==> src/rtl/dmem_sched_pkg.sv <==
// Shared constants, FSM state type and lane extraction helper for the
// data memory write scheduler.
package dmem_sched_pkg;

  localparam int LANES  = 5;
  localparam int DW     = 32;
  localparam int AW     = 32;
  localparam int STRIDE = 4;
  localparam int IDX_W  = $clog2(LANES);

  typedef enum logic [1:0] {
    IDLE  = 2'd0,
    DRAIN = 2'd1,
    DONE  = 2'd2
  } state_e;

  function automatic logic [DW-1:0] lane_slice(input logic [LANES*DW-1:0] data,
                                               input logic [IDX_W-1:0]    idx);
    return data[int'(idx)*DW +: DW];
  endfunction

endpackage

==> src/rtl/dmem_write_sched_if.sv <==
// Bus bundle between the core store outputs, the vector store requester and
// the data memory write port.
interface dmem_write_sched_if;
  import dmem_sched_pkg::*;

  logic                  s_we;
  logic [AW-1:0]         s_adr;
  logic [DW-1:0]         s_wdata;
  // v_req/v_ready: a vector store transfers on a rising edge where both are 1.
  // The requester holds v_req and the v_* payload stable until that edge;
  // v_req seen while v_ready=0 is ignored, and v_ready does not depend on v_req.
  logic                  v_req;
  logic                  v_ready;
  logic [AW-1:0]         v_base;
  logic [LANES-1:0]      v_mask;
  logic [LANES*DW-1:0]   v_data;
  logic                  v_done;
  logic                  busy;
  logic                  mem_we;
  logic [AW-1:0]         mem_adr;
  logic [DW-1:0]         mem_wdata;

  modport master (
    output s_we, s_adr, s_wdata, v_req, v_base, v_mask, v_data,
    input  v_ready, v_done, busy, mem_we, mem_adr, mem_wdata
  );

  modport slave (
    input  s_we, s_adr, s_wdata, v_req, v_base, v_mask, v_data,
    output v_ready, v_done, busy, mem_we, mem_adr, mem_wdata
  );

endinterface

==> src/rtl/dmem_write_sched_lane_pick.sv <==
// Lowest-set-bit encoder: picks the next vector lane to retire.
module lane_pick
  import dmem_sched_pkg::*;
(
  input  logic [LANES-1:0] mask,
  output logic [IDX_W-1:0] idx,
  output logic             any
);

  always_comb begin
    idx = '0;
    any = |mask;
    // Descending scan so the lowest set bit is the last one written.
    for (int i = LANES - 1; i >= 0; i--) begin
      if (mask[i]) idx = IDX_W'(i);
    end
  end

endmodule

==> src/rtl/dmem_write_sched.sv <==
// Single-port data memory write scheduler: scalar stores pass straight through,
// vector store lanes are drained into cycles the core leaves free.
module dmem_write_sched
  import dmem_sched_pkg::*;
(
  input  logic               clk,
  input  logic               reset,
  dmem_write_sched_if.slave  bus,
  output state_e             dbg_state
);

  state_e                state_q, state_d;
  logic [AW-1:0]         base_q, base_d;
  logic [LANES-1:0]      mask_q, mask_d;
  logic [LANES*DW-1:0]   data_q, data_d;

  logic [IDX_W-1:0]      cur_idx;
  logic                  cur_any;
  logic                  lane_we;
  logic [AW-1:0]         lane_adr;
  logic [DW-1:0]         lane_wdata;

  lane_pick u_lane_pick (
    .mask (mask_q),
    .idx  (cur_idx),
    .any  (cur_any)
  );

  always_comb begin
    state_d = state_q;
    base_d  = base_q;
    mask_d  = mask_q;
    data_d  = data_q;
    case (state_q)
      IDLE: begin
        if (bus.v_req) begin
          base_d  = bus.v_base;
          mask_d  = bus.v_mask;
          data_d  = bus.v_data;
          state_d = (|bus.v_mask) ? DRAIN : DONE;
        end
      end
      DRAIN: begin
        // A scalar store owns the port this cycle; the pending lane waits.
        if (!bus.s_we) begin
          mask_d = mask_q & ~(LANES'(1) << cur_idx);
          if (mask_d == '0) state_d = DONE;
        end
        if (!cur_any) state_d = DONE;
      end
      DONE:    state_d = IDLE;
      default: state_d = IDLE;
    endcase
  end

  always_ff @(posedge clk) begin
    if (reset) begin
      state_q <= IDLE;
      base_q  <= '0;
      mask_q  <= '0;
      data_q  <= '0;
    end else begin
      state_q <= state_d;
      base_q  <= base_d;
      mask_q  <= mask_d;
      data_q  <= data_d;
    end
  end

  // Reset masks the vector side immediately so nothing stale reaches memory.
  assign lane_we    = (state_q == DRAIN) && cur_any && !reset;
  assign lane_adr   = base_q + (AW'(cur_idx) * AW'(STRIDE));
  assign lane_wdata = lane_slice(data_q, cur_idx);

  assign bus.v_ready   = reset || (state_q == IDLE);
  assign bus.busy      = !reset && (state_q == DRAIN);
  assign bus.v_done    = !reset && (state_q == DONE);

  assign bus.mem_we    = bus.s_we || lane_we;
  assign bus.mem_adr   = bus.s_we ? bus.s_adr   : lane_adr;
  assign bus.mem_wdata = bus.s_we ? bus.s_wdata : lane_wdata;

  assign dbg_state     = state_q;

endmodule

==> src/flat_wrapper.sv <==
// flat-port wrapper written by rule: the top's interface ports become plain ports
module dmem_write_sched_flat import dmem_sched_pkg::*;
  (clk, reset, dbg_state, bus_s_we, bus_s_adr, bus_s_wdata, bus_v_req, bus_v_base, bus_v_mask, bus_v_data, bus_v_ready, bus_v_done, bus_busy, bus_mem_we, bus_mem_adr, bus_mem_wdata);
  dmem_write_sched_if bus_i ();
  input  logic clk;
  input  logic reset;
  output state_e dbg_state;
  input wire logic [$bits(bus_i.s_we)-1:0] bus_s_we;
  input wire logic [$bits(bus_i.s_adr)-1:0] bus_s_adr;
  input wire logic [$bits(bus_i.s_wdata)-1:0] bus_s_wdata;
  input wire logic [$bits(bus_i.v_req)-1:0] bus_v_req;
  input wire logic [$bits(bus_i.v_base)-1:0] bus_v_base;
  input wire logic [$bits(bus_i.v_mask)-1:0] bus_v_mask;
  input wire logic [$bits(bus_i.v_data)-1:0] bus_v_data;
  output wire logic [$bits(bus_i.v_ready)-1:0] bus_v_ready;
  output wire logic [$bits(bus_i.v_done)-1:0] bus_v_done;
  output wire logic [$bits(bus_i.busy)-1:0] bus_busy;
  output wire logic [$bits(bus_i.mem_we)-1:0] bus_mem_we;
  output wire logic [$bits(bus_i.mem_adr)-1:0] bus_mem_adr;
  output wire logic [$bits(bus_i.mem_wdata)-1:0] bus_mem_wdata;
  assign bus_i.s_we = bus_s_we;
  assign bus_i.s_adr = bus_s_adr;
  assign bus_i.s_wdata = bus_s_wdata;
  assign bus_i.v_req = bus_v_req;
  assign bus_i.v_base = bus_v_base;
  assign bus_i.v_mask = bus_v_mask;
  assign bus_i.v_data = bus_v_data;
  assign bus_v_ready = bus_i.v_ready;
  assign bus_v_done = bus_i.v_done;
  assign bus_busy = bus_i.busy;
  assign bus_mem_we = bus_i.mem_we;
  assign bus_mem_adr = bus_i.mem_adr;
  assign bus_mem_wdata = bus_i.mem_wdata;
  dmem_write_sched u_core (.clk(clk), .reset(reset), .bus(bus_i), .dbg_state(dbg_state));
endmodule
==> config.mk <==
export PLATFORM = sky130hd
export DESIGN_NAME = dmem_write_sched_flat
export DESIGN_NICKNAME = d
export VERILOG_FILES = /design/src/rtl/dmem_sched_pkg.sv /design/src/rtl/dmem_write_sched_if.sv /design/src/rtl/dmem_write_sched_lane_pick.sv /design/src/rtl/dmem_write_sched.sv /design/src/flat_wrapper.sv
export SDC_FILE = /design/constraint.sdc
export NUM_CORES = 1
export LEC_CHECK = 0
export CAP_MARGIN = 20
export CORE_MARGIN = 2
export CORE_UTILIZATION = 46
export DETAILED_ROUTE_END_ITERATION = 8
export PLACE_DENSITY = 0.82
export SETUP_SLACK_MARGIN = 0.02
export SYNTH_ARGS = -nofsm -noshare
export SYNTH_HDL_FRONTEND = slang
export SYNTH_SLANG_ARGS = --single-unit
==> constraint.sdc <==
create_clock -name clk -period 4.3 [get_ports clk]
set_input_delay 0.43 -clock clk [delete_from_list [all_inputs] [get_ports clk]]
set_output_delay 0.43 -clock clk [all_outputs]
set_load 0.05 [all_outputs]
==> results of run 1 <==
[placed cells by master (no fill, tap or decap), drive strengths merged, types with 3 or more instances in the layout]
cell,count
a21oi,237
a221o,32
and4,3
buf,56
clkbuf,20
clkdlybuf4s50,302
clkinv,4
dfxtp,199
diode,3
ha,3
inv,17
mux2,37
mux2i,3
nand2,457
nand2b,3
nand3,7
nand4,8
nor2,46
nor3,10
nor3b,6
nor4,7
nor4b,3
o21ai,31
o31ai,32
or4,3
xnor2,19
xor2,8
[critical path: cells and delay by family (launching register included)]
kind            cells  cell delay (ns)
buf+inv             3             1.59
compound gates      3             0.59
simple gates        2             0.50
flops               1             0.38
[how the worst max path moves through the flow]
stage,startpoint,endpoint,cells past startpoint
final,u_core.mask_q[0],bus_mem_wdata[30],8
after global routing,u_core.mask_q[1],bus_mem_adr[31],10
after CTS,u_core.mask_q[0],bus_mem_adr[14],9
after detailed placement,u_core.mask_q[0],bus_mem_adr[14],9
after global placement,u_core.mask_q[0],bus_mem_adr[14],9
after floorplan,u_core.mask_q[1],bus_mem_adr[13],12
[flip-flops by register name, summed over array words and instances (netlist names)]
name and cells:
u_core.dbg_state 2, u_core.data_q 160, u_core.mask_q 5, u_core.base_q 32
[synth_stat cells (all sizes together), types with 7 or more instances]
library cell	n	area, um2
nand3	7	35.0
nor4	7	58.8
clkbuf	98	368
xor2	8	70.1
nand2	457	1720
nand4	8	56.3
o21ai	31	155
mux2	37	417
inv	10	37.5
a21oi	237	1190
xnor2	19	166
a221o	32	320
o31ai	32	240
buf	8	52.5
nor2	46	173
dfxtp	199	3980
nor3	10	55.1
[routing by layer]
metal	vias up	routed length [um]
li1	4887	-
met1	4653	12100
met2	403	15300
met3	75	2460
met4	4	1080
met5	-	27
[power by group through the flow]
stage | logic, W | clock network (W) | registers, W
after floorplan | 0.000777 | 0 | 0.00208
after global placement | 0.00134 | 0 | 0.00210
after detailed placement | 0.00136 | 0 | 0.00210
after CTS | 0.00137 | 0.00164 | 0.00206
after global routing | 0.00148 | 0.00173 | 0.00208
final | 0.00138 | 0.00162 | 0.00206
[metrics by stage]
| stage | std cells | hold slack (ns) |
|---|---|---|
| floorplan | 1286 | 0.433 |
| global placement | 1801 | 0.439 |
| detailed placement | 1801 | 0.446 |
| CTS | 1833 | 0.456 |
| global route | 1842 | 0.468 |
| finish | 1843 | 0.455 |
[cell families (layout without fill, tap and decap cells)]
| kind of cell | Yosys count | count (layout) | synth area share, % |
|---|---|---|---|
| AND/OR/NAND/NOR | 560 | 560 | 24.3 |
| AO/OA/AOI/OAI | 339 | 339 | 20.7 |
| flip-flops | 199 | 199 | 42.3 |
| buffers and inverters | 117 | 401 | 4.90 |
| multiplexers | 40 | 40 | 4.74 |
| XOR/XNOR | 27 | 27 | 2.51 |
| adder cells (fa/ha/maj) | 4 | 4 | 0.611 |
| other | 0 | 3 | 0 |
[timing repair]
item	CTS	global route
resized for setup	0	1
setup buffers	0	6
endpoints found under the setup margin	0	9
hold buffers	0	0
[cell type report]
| type | count | area, um2 |
|---|---|---|
| antenna | 3 | 7.51 |
| clock buffer | 20 | 467 |
| clock inverter | 12 | 131 |
| fill | 1691 | 6360 |
| inverter | 11 | 41.3 |
| multi-input combinational | 970 | 5030 |
| sequential | 199 | 3980 |
| tap | 270 | 338 |
| timing repair buffer | 358 | 3820 |
==> flow_summary.json, run 1 <==
{
  "ioPinCount": 335,
  "cts_sinks": 199,
  "grt_use_met3_pct": 6.96,
  "r2r_cells": 7,
  "path_cells": "nor2_1, nand3_2, clkinv_1, buf_4, a221o_1, a21oi_1, o31ai_1, clkdlybuf4s50_1",
  "ant_nets": 0,
  "antenna_found_initial": 6,
  "pre_cts_ws_ns": 0.558,
  "port_buffers": 334,
  "final_core_util_pct": 68.5,
  "seq_power_share_pct": 40.7,
  "synth_flop_cell": "dfxtp_1",
  "dp_hpwl_mm": 21.5,
  "gr-max-usage-layer": "met2",
  "intPower_w": 0.00346,
  "synth_warnings": 0,
  "cp_max_fo": 19,
  "syn_nets": 1555,
  "routed-via-count": 10000,
  "p_leak_nw": 5.24,
  "r2r_end": "u_core.mask_q[4]",
  "cts_tree": "built",
  "route.detailed.drc": 0,
  "syn_avg_cell_area_um2": 7.33,
  "hold_end": "u_core.base_q[0]",
  "grt_pass1_wl_mm": 48.2,
  "swShare_pct": 31.8,
  "synth-seq-cells": 199,
  "hold_depth": 2,
  "row_count": 52,
  "die_area_mm2": 0.0217,
  "fin_area_mm2": 0.0138,
  "hold_viol": 0,
  "grtUsageMet1_pct": 32.5,
  "area_growth_pct": 46.5,
  "tightest_slew_ns": 0.881,
  "grt_usage_pct": 27.9,
  "status": "finished clean",
  "dr.pass1.iters": 5,
  "clk_pin_slew_ns": 0.07,
  "fin_crit_ns": 3.93,
  "synthDistinctLibCells": 47,
  "post_dp_cell_area_mm2": 0.0131,
  "ys_seq_area_share_pct": 42.3,
  "htree_levels": 4,
  "grt_pass1_vias": 9410,
  "postSynthCellCount": 1286,
  "wl_per_cell_um": 16.8,
  "crit_type": "reg2out",
  "routed_wl_mm": 31.0,
  "clock_latency_ns": 0.44,
  "power_frac_clock_pct": 32.0,
  "fmax_ghz": 0.254,
  "finalSetupViolCount": 0,
  "gr-total-overflow": 0,
  "clock_path_buffers": 2,
  "pwr-share-comb_pct": 27.3,
  "crit_path_start_kind": "flip-flop",
  "switchingPower_w": 0.00161,
  "die_x_um": 147,
  "syn-cell-area_mm2": 0.00943,
  "ys_async_sr_fraction_pct": 0,
  "holdCritStartpoint": "u_core.base_q[0]",
  "slew_headroom_pct": 41.3,
  "hold_path.class": "reg2reg",
  "nets": 1826,
  "root_buffer": "clkbuf_16",
  "drt_iter0_drc": 692,
  "grt_max_degree": 112,
  "max_cap_violations": 0,
  "finalMaxSlewViolations": 0,
  "core-area_mm2": 0.0202,
  "cts_buffers": 17,
  "rsz0062_at_grt": "no",
  "cp.required_ns": 3.87,
  "arrival_ns": 3.50,
  "ir_drop_uv": 284,
  "slowest_stage": "clkdlybuf4s50_1",
  "chipHeight_um": 147,
  "layout-drive-gt1-share_pct": 8.85,
  "min_period_over_period_pct": 91.5,
  "tns_ns": 0,
  "setup_slack_ns": 0.366,
  "grtUsageMet2_pct": 48.2,
  "synth_edf_count": 0,
  "p_total_w": 0.00507,
  "vias_per_cell": 5.44,
  "fin_skew_ns": 0.0107,
  "rrSetupSlack_ns": 2.16,
  "rr_startpoint": "u_core.mask_q[0]",
  "cp-end-kind": "output port",
  "p_per_area_mw_per_mm2": 367,
  "cpPeakStageDelay_ns": 0.88,
  "globalplace.congestion": 0.904,
  "initial_core_util_pct": 46.7
}
Note: power is estimated with default switching activity, not from simulation.
==> run 2, diff against run 1 <==
Settings changed: CORE_UTILIZATION 46 to 41, PLACE_DENSITY 0.82 to 0.77, SYNTH_HIERARCHICAL set to 1.
Clock period 4.3 ns to 3.5 ns, I/O delays scaled along.
==> run 2 against run 1 <==
Compared with the run above: synthesized area hardly changed; non-clock buffer count down 12; sequential power is 28% higher; critical endpoint is now bus_mem_adr[13]; total power increased by 32%; core utilization shrank 6.8 points; largest power group unchanged; die area is 12% higher.
==> flow_summary.json, run 2 <==
{
  "ant_nets": 0,
  "ir_drop_uv": 320,
  "die_x_um": 156,
  "chipHeight_um": 156,
  "route.detailed.drc": 0,
  "clk_pin_slew_ns": 0.08,
  "cts_buffers": 17,
  "cts_tree": "built",
  "syn-cell-area_mm2": 0.00943,
  "yosys-top-cells-area": "dfxtp_1 42%, nand2_1 18%, a21oi_1 10%",
  "tns_ns": 0,
  "crit_family": "simple AND/OR/NAND/NOR gates",
  "slew_headroom_pct": 25.6,
  "largest_register_ffs": 160,
  "ys_seq_area_share_pct": 42.3,
  "setup_slack_ns": 0.163,
  "fmax_ghz": 0.300,
  "synth_edf_count": 0,
  "yosys.area.top_type": "dfxtp_1",
  "synth-seq-cells": 199,
  "p_leak_nw": 5.14,
  "syn_nets": 1477,
  "yosysMostFrequentCell": "nand2_1",
  "ioPinCount": 335,
  "slowest_stage": "dfxtp_1",
  "ys_top_cells_by_count": "461 x nand2_1, 199 x dfxtp_1, 195 x a21oi_1, 56 x o21ai_0, 51 x clkbuf_1",
  "postSynthCellCount": 1208,
  "cp-end-kind": "output port",
  "grt_use_met3_pct": 5.61,
  "routed_wl_mm": 30.1,
  "gr-total-overflow": 0,
  "grtUsageMet1_pct": 29.3,
  "tightest_slew_ns": 1.12,
  "min_period_over_period_pct": 95.4,
  "seq_power_share_pct": 39.4,
  "grtUsageMet2_pct": 42.4,
  "synthDistinctLibCells": 45,
  "layout_commonest_cell": "nand2_1",
  "reg_top3": "u_core/data_q: 160 flops, u_core/base_q: 32 flops, u_core/mask_q: 5 flops",
  "syn_avg_cell_area_um2": 7.81,
  "swShare_pct": 33.5,
  "cts_sinks": 199,
  "fin_area_mm2": 0.0140,
  "rsz0062_at_grt": "yes",
  "wl_per_cell_um": 16.9,
  "synth_warnings": 6,
  "hold_viol": 0,
  "hold_path.class": "in2reg",
  "cpPeakStageDelay_ns": 0.39,
  "hold_buffers": 0,
  "port_buffers": 334,
  "ys_async_sr_fraction_pct": 0,
  "vias_per_cell": 5.34,
  "area_growth_pct": 48.2,
  "finalSetupViolCount": 0,
  "intPower_w": 0.00444,
  "switchingPower_w": 0.00224,
  "crit_type": "reg2out",
  "clock_latency_ns": 0.42,
  "p_per_area_mw_per_mm2": 478,
  "core-area_mm2": 0.0226,
  "fin_crit_ns": 3.34,
  "initial_core_util_pct": 41.6,
  "dr.pass1.iters": 7,
  "root_buffer": "clkbuf_16",
  "layout-drive-gt1-share_pct": 10.9,
  "grt_pass1_vias": 9052,
  "globalplace.congestion": 0.918,
  "gr-max-usage-layer": "met2",
  "synth_flop_cell": "dfxtp_1",
  "grt_pass1_wl_mm": 46.6,
  "drt_iter0_drc": 598,
  "arrival_ns": 2.99,
  "path_cells": "nor4_2, and2_1, ha_1, and3_1, o211ai_4, nor2_1, xnor2_1, o21ai_1, buf_12",
  "crit_path_start_kind": "flip-flop",
  "regMostFlops": "u_core/data_q",
  "grt_max_degree": 113,
  "die_area_mm2": 0.0242,
  "row_count": 55,
  "final_cell_mix": "461 x nand2_1, 271 x clkdlybuf4s50_1, 199 x dfxtp_1, 194 x a21oi_1, 56 x buf_12",
  "status": "finished clean",
  "cp_max_fo": 9,
  "post_dp_cell_area_mm2": 0.0134,
  "fin_hold_ws_ns": 0.408,
  "max_cap_violations": 0,
  "power_frac_clock_pct": 29.9,
  "grt_usage_pct": 24.2,
  "routed-via-count": 9486,
  "synth_top_area_share_pct": 42.3,
  "pre_cts_ws_ns": 0.480,
  "critPathBufInv": 1,
  "nets": 1745,
  "fin_skew_ns": 0.0105,
  "antenna_found_initial": 3,
  "clock_path_buffers": 2,
  "finalMaxSlewViolations": 0,
  "dp_hpwl_mm": 21.4,
  "htree_levels": 4,
  "pwr-share-comb_pct": 30.7,
  "cp.required_ns": 3.15
}
-- run 2: area by class of cell --
type                    count  area [um2]
fillers                  2012        8670
multi-input cells         904        5010
flip-flops and latches    199        3980
repair buffers            346        3980
clock buffers              17         425
well taps                 285         357
clock inverters            15         180
inverters                   8        30.0
diodes                      2        5.00
-- run 2: worst reg2reg max path, cell delays in order, from the launching register on --
cell and delay (ns):
dfxtp_1 0.42, nor2_1 0.08, nor3_2 0.25, buf_4 0.58, nor3b_1 0.38, o21bai_1 0.11
a22oi_1 0.15, o311ai_0 0.18, and3_1 0.22
-- run 2: timing repair --
item | CTS | global route
setup endpoints to repair | 2 | 8
setup buffers | 0 | 0
gates resized for setup | 1 | 8
-- run 2: worst paths after layout --
| kind | endpoint | slack, ns | cells past startpoint | from |
|---|---|---|---|---|
| worst max register to register | u_core/dbg_state[0] | 1.03 | 8 | u_core/mask_q[3] |
| worst min-delay path | u_core/base_q[0] | 0.41 | 2 | reset |
| worst max-delay path | bus_mem_adr[13] | 0.16 | 9 | u_core/mask_q[0] |
| worst min register to register | u_core/data_q[85] | 0.45 | 2 | u_core/data_q[85] |
-- run 2: power by group through the flow --
stage          Clock, W  Combinational, W  Sequential [W]
2_1_floorplan         0           0.00120         0.00264
3_3_place_gp          0           0.00203         0.00267
3_5_place_dp          0           0.00205         0.00269
4_1_cts         0.00204           0.00206         0.00263
5_1_grt         0.00214           0.00221         0.00266
6_report        0.00200           0.00205         0.00264
-- run 2: kinds of logic (layout without fill, tap and decap cells) --
family / count (synthesis) / in the layout / share of synthesized area (%)
muxes: 36 / 36 / 8.12
buffers and inverters: 105 / 386 / 4.99
DFF: 199 / 199 / 42.3
adders and majority gates: 4 / 4 / 0.610
AOI/OAI and AO/OA: 310 / 310 / 18.0
xor gates and xnor gates: 28 / 28 / 2.60
other: 0 / 2 / 0
and+or+nand+nor: 526 / 526 / 23.5
-- run 2: routing by layer --
metal | part of all wire, % | vias to the layer above
met5 | 0.053 | -
met4 | 2.6 | 2
met3 | 6.9 | 51
met2 | 50 | 361
met1 | 41 | 4444
li1 | - | 4628
-- run 2: metrics by stage --
step                      total power [W]  utilization, %  std cells
after detailed placement          0.00474            59.0       1742
after CTS                         0.00673            61.7       1774
after floorplan                   0.00385               -       1208
after global placement            0.00470            59.0       1742
after global routing              0.00701            61.7       1775
final                             0.00668            61.7       1776
==> run 3, diff against run 2 <==
Settings changed: CORE_UTILIZATION 41 to 30, PLACE_DENSITY 0.77 to not set, TNS_END_PERCENT set to 100.
==> run 3 against run 2 <==
Compared with the run above: count of clock-buffer cells in the layout is the same; non-clock buffer count grew 8; first-iteration DRC count shrank 16%; maximum frequency grew 0.24%; highest routed layer is now met4.
==> flow_summary.json, run 3 (synthesis results as in run 2) <==
{
  "crit_path_start_kind": "flip-flop",
  "max_cap_violations": 0,
  "nets": 1753,
  "post_dp_cell_area_mm2": 0.0135,
  "finalMaxSlewViolations": 0,
  "fin_skew_ns": 0.0186,
  "grt_max_degree": 97,
  "fin_crit_ns": 3.33,
  "cpPeakStageDelay_ns": 0.57,
  "clock_path_buffers": 2,
  "fillerInstances": 3076,
  "cp-end-kind": "output port",
  "fmax_ghz": 0.300,
  "fin_area_mm2": 0.0142,
  "setup_slack_ns": 0.171,
  "route.detailed.drc": 0,
  "path_cells": "nand2b_1, a21oi_4, buf_4, mux4_2, a22oi_1, o21ai_0, buf_12",
  "port_buffers": 334,
  "final_cell_mix": "461 x nand2_1, 272 x clkdlybuf4s50_1, 199 x dfxtp_1, 194 x a21oi_1, 55 x buf_12",
  "slowest_stage": "mux4_2",
  "largest_register_ffs": 160,
  "slew_headroom_pct": 45.8,
  "crit_family": "buffers and inverters",
  "dp.cells": 1858,
  "critPathBufInv": 2,
  "min_period_over_period_pct": 95.1,
  "crit_type": "reg2out",
  "final_core_util_pct": 46.3,
  "grt_usage_pct": 19.2,
  "drt_iter0_drc": 503,
  "ir_drop_uv": 291,
  "area_growth_pct": 50.9,
  "vias_per_cell": 4.89,
  "initial_core_util_pct": 30.7,
  "chipHeight_um": 181,
  "cts_buffers": 17,
  "row_count": 64,
  "root_buffer": "clkbuf_16",
  "clock_latency_ns": 0.43,
  "clk_pin_slew_ns": 0.09,
  "cts_tree": "built",
  "wl_per_cell_um": 16.9,
  "dp_hpwl_mm": 23.1,
  "pre_cts_ws_ns": 0.449,
  "cts_sinks": 199,
  "stdcell_count": 1896,
  "antenna_found_initial": 3,
  "finalSetupViolCount": 0,
  "grt_pass1_wl_mm": 50.4,
  "die_area_mm2": 0.0329,
  "arrival_ns": 2.98,
  "reg_top3": "u_core/data_q: 160 flops, u_core/base_q: 32 flops, u_core/mask_q: 5 flops",
  "rsz0062_at_grt": "no",
  "globalplace.congestion": 0.846,
  "tns_ns": 0,
  "hold_viol": 0,
  "routed-via-count": 9273,
  "dr.pass1.iters": 5,
  "p_per_area_mw_per_mm2": 480,
  "core-area_mm2": 0.0307,
  "layout-drive-gt1-share_pct": 11.3,
  "status": "finished clean",
  "layout_commonest_cell": "nand2_1",
  "htree_levels": 4,
  "cp_max_fo": 23,
  "regMostFlops": "u_core/data_q",
  "hold_path.class": "in2reg",
  "cp.required_ns": 3.15,
  "grt_pass1_vias": 9233,
  "gr-total-overflow": 0,
  "ioPinCount": 335,
  "ant_nets": 0,
  "p_leak_nw": 5.21,
  "routed_wl_mm": 32.0,
  "tightest_slew_ns": 0.813,
  "die_x_um": 181
}
-- run 3: changes by cell type in the layout (fill, tap and decap cells not counted), sizes merged --
cell	previous run	this run
buf	75	81
clkinv	6	9
inv	15	12
bufinv	1	2
clkdlybuf4s50	271	272
clkinvlp	1	0
diode	2	3
dlymetal6s2s	0	1
-- run 3: metrics by stage --
step / hold slack (ns) / power (W)
after detailed placement: 0.445 / 0.00477
after global routing: 0.326 / 0.00717
final: 0.331 / 0.00683
after CTS: 0.301 / 0.00692
after floorplan: 0.433 / 0.00385
after global placement: 0.439 / 0.00474
-- run 3: power breakdown --
part	total [W]	leakage [nW]	internal [W]	switching, W
logic	0.00207	3.26	0.000934	0.00114
clock network	0.00212	0.317	0.00112	0.00101
registers	0.00263	1.63	0.00248	0.000150
-- run 3: timing repair --
item                                    CTS  global route
setup buffers                             2             1
hold buffers                              0             0
gates resized for setup                   2             9
endpoints found under the setup margin    5            18
pin swaps                                 0             1
gates cloned                              0             0
-- run 3: per-layer routing --
layer	part of all wire [%]	GRT usage, %	vias to the layer above	wire length, um
li1	-	-	4639	-
met1	46	25.5	4328	14800
met2	47	32.4	283	15000
met3	5.6	3.89	23	1790
met4	1.4	4.00	0	437
met5	0	0	-	0
-- run 3: final cells by class --
| cell class | count | area, um2 | share of cell area, % |
|---|---|---|---|
| tap | 396 | 495 | 3.48 |
| sequential | 199 | 3980 | 28.0 |
| inverter | 8 | 30.0 | 0.211 |
| multi-input combinational | 904 | 5010 | 35.3 |
| antenna | 3 | 7.51 | 0.0528 |
| clock buffer | 17 | 425 | 2.99 |
| clock inverter | 15 | 234 | 1.64 |
| timing repair buffer | 354 | 4040 | 28.4 |
-- run 3: path summary, 6_finish.rpt --
check / startpoint / endpoint / slack (ns) / depth (start not counted)
max reg2reg: u_core/mask_q[0] / u_core/dbg_state[0] / 1.11 / 8
min: reset / u_core/mask_q[0] / 0.33 / 2
min reg2reg: u_core/data_q[16] / u_core/data_q[16] / 0.46 / 2
max: u_core/mask_q[3] / bus_mem_wdata[30] / 0.17 / 7
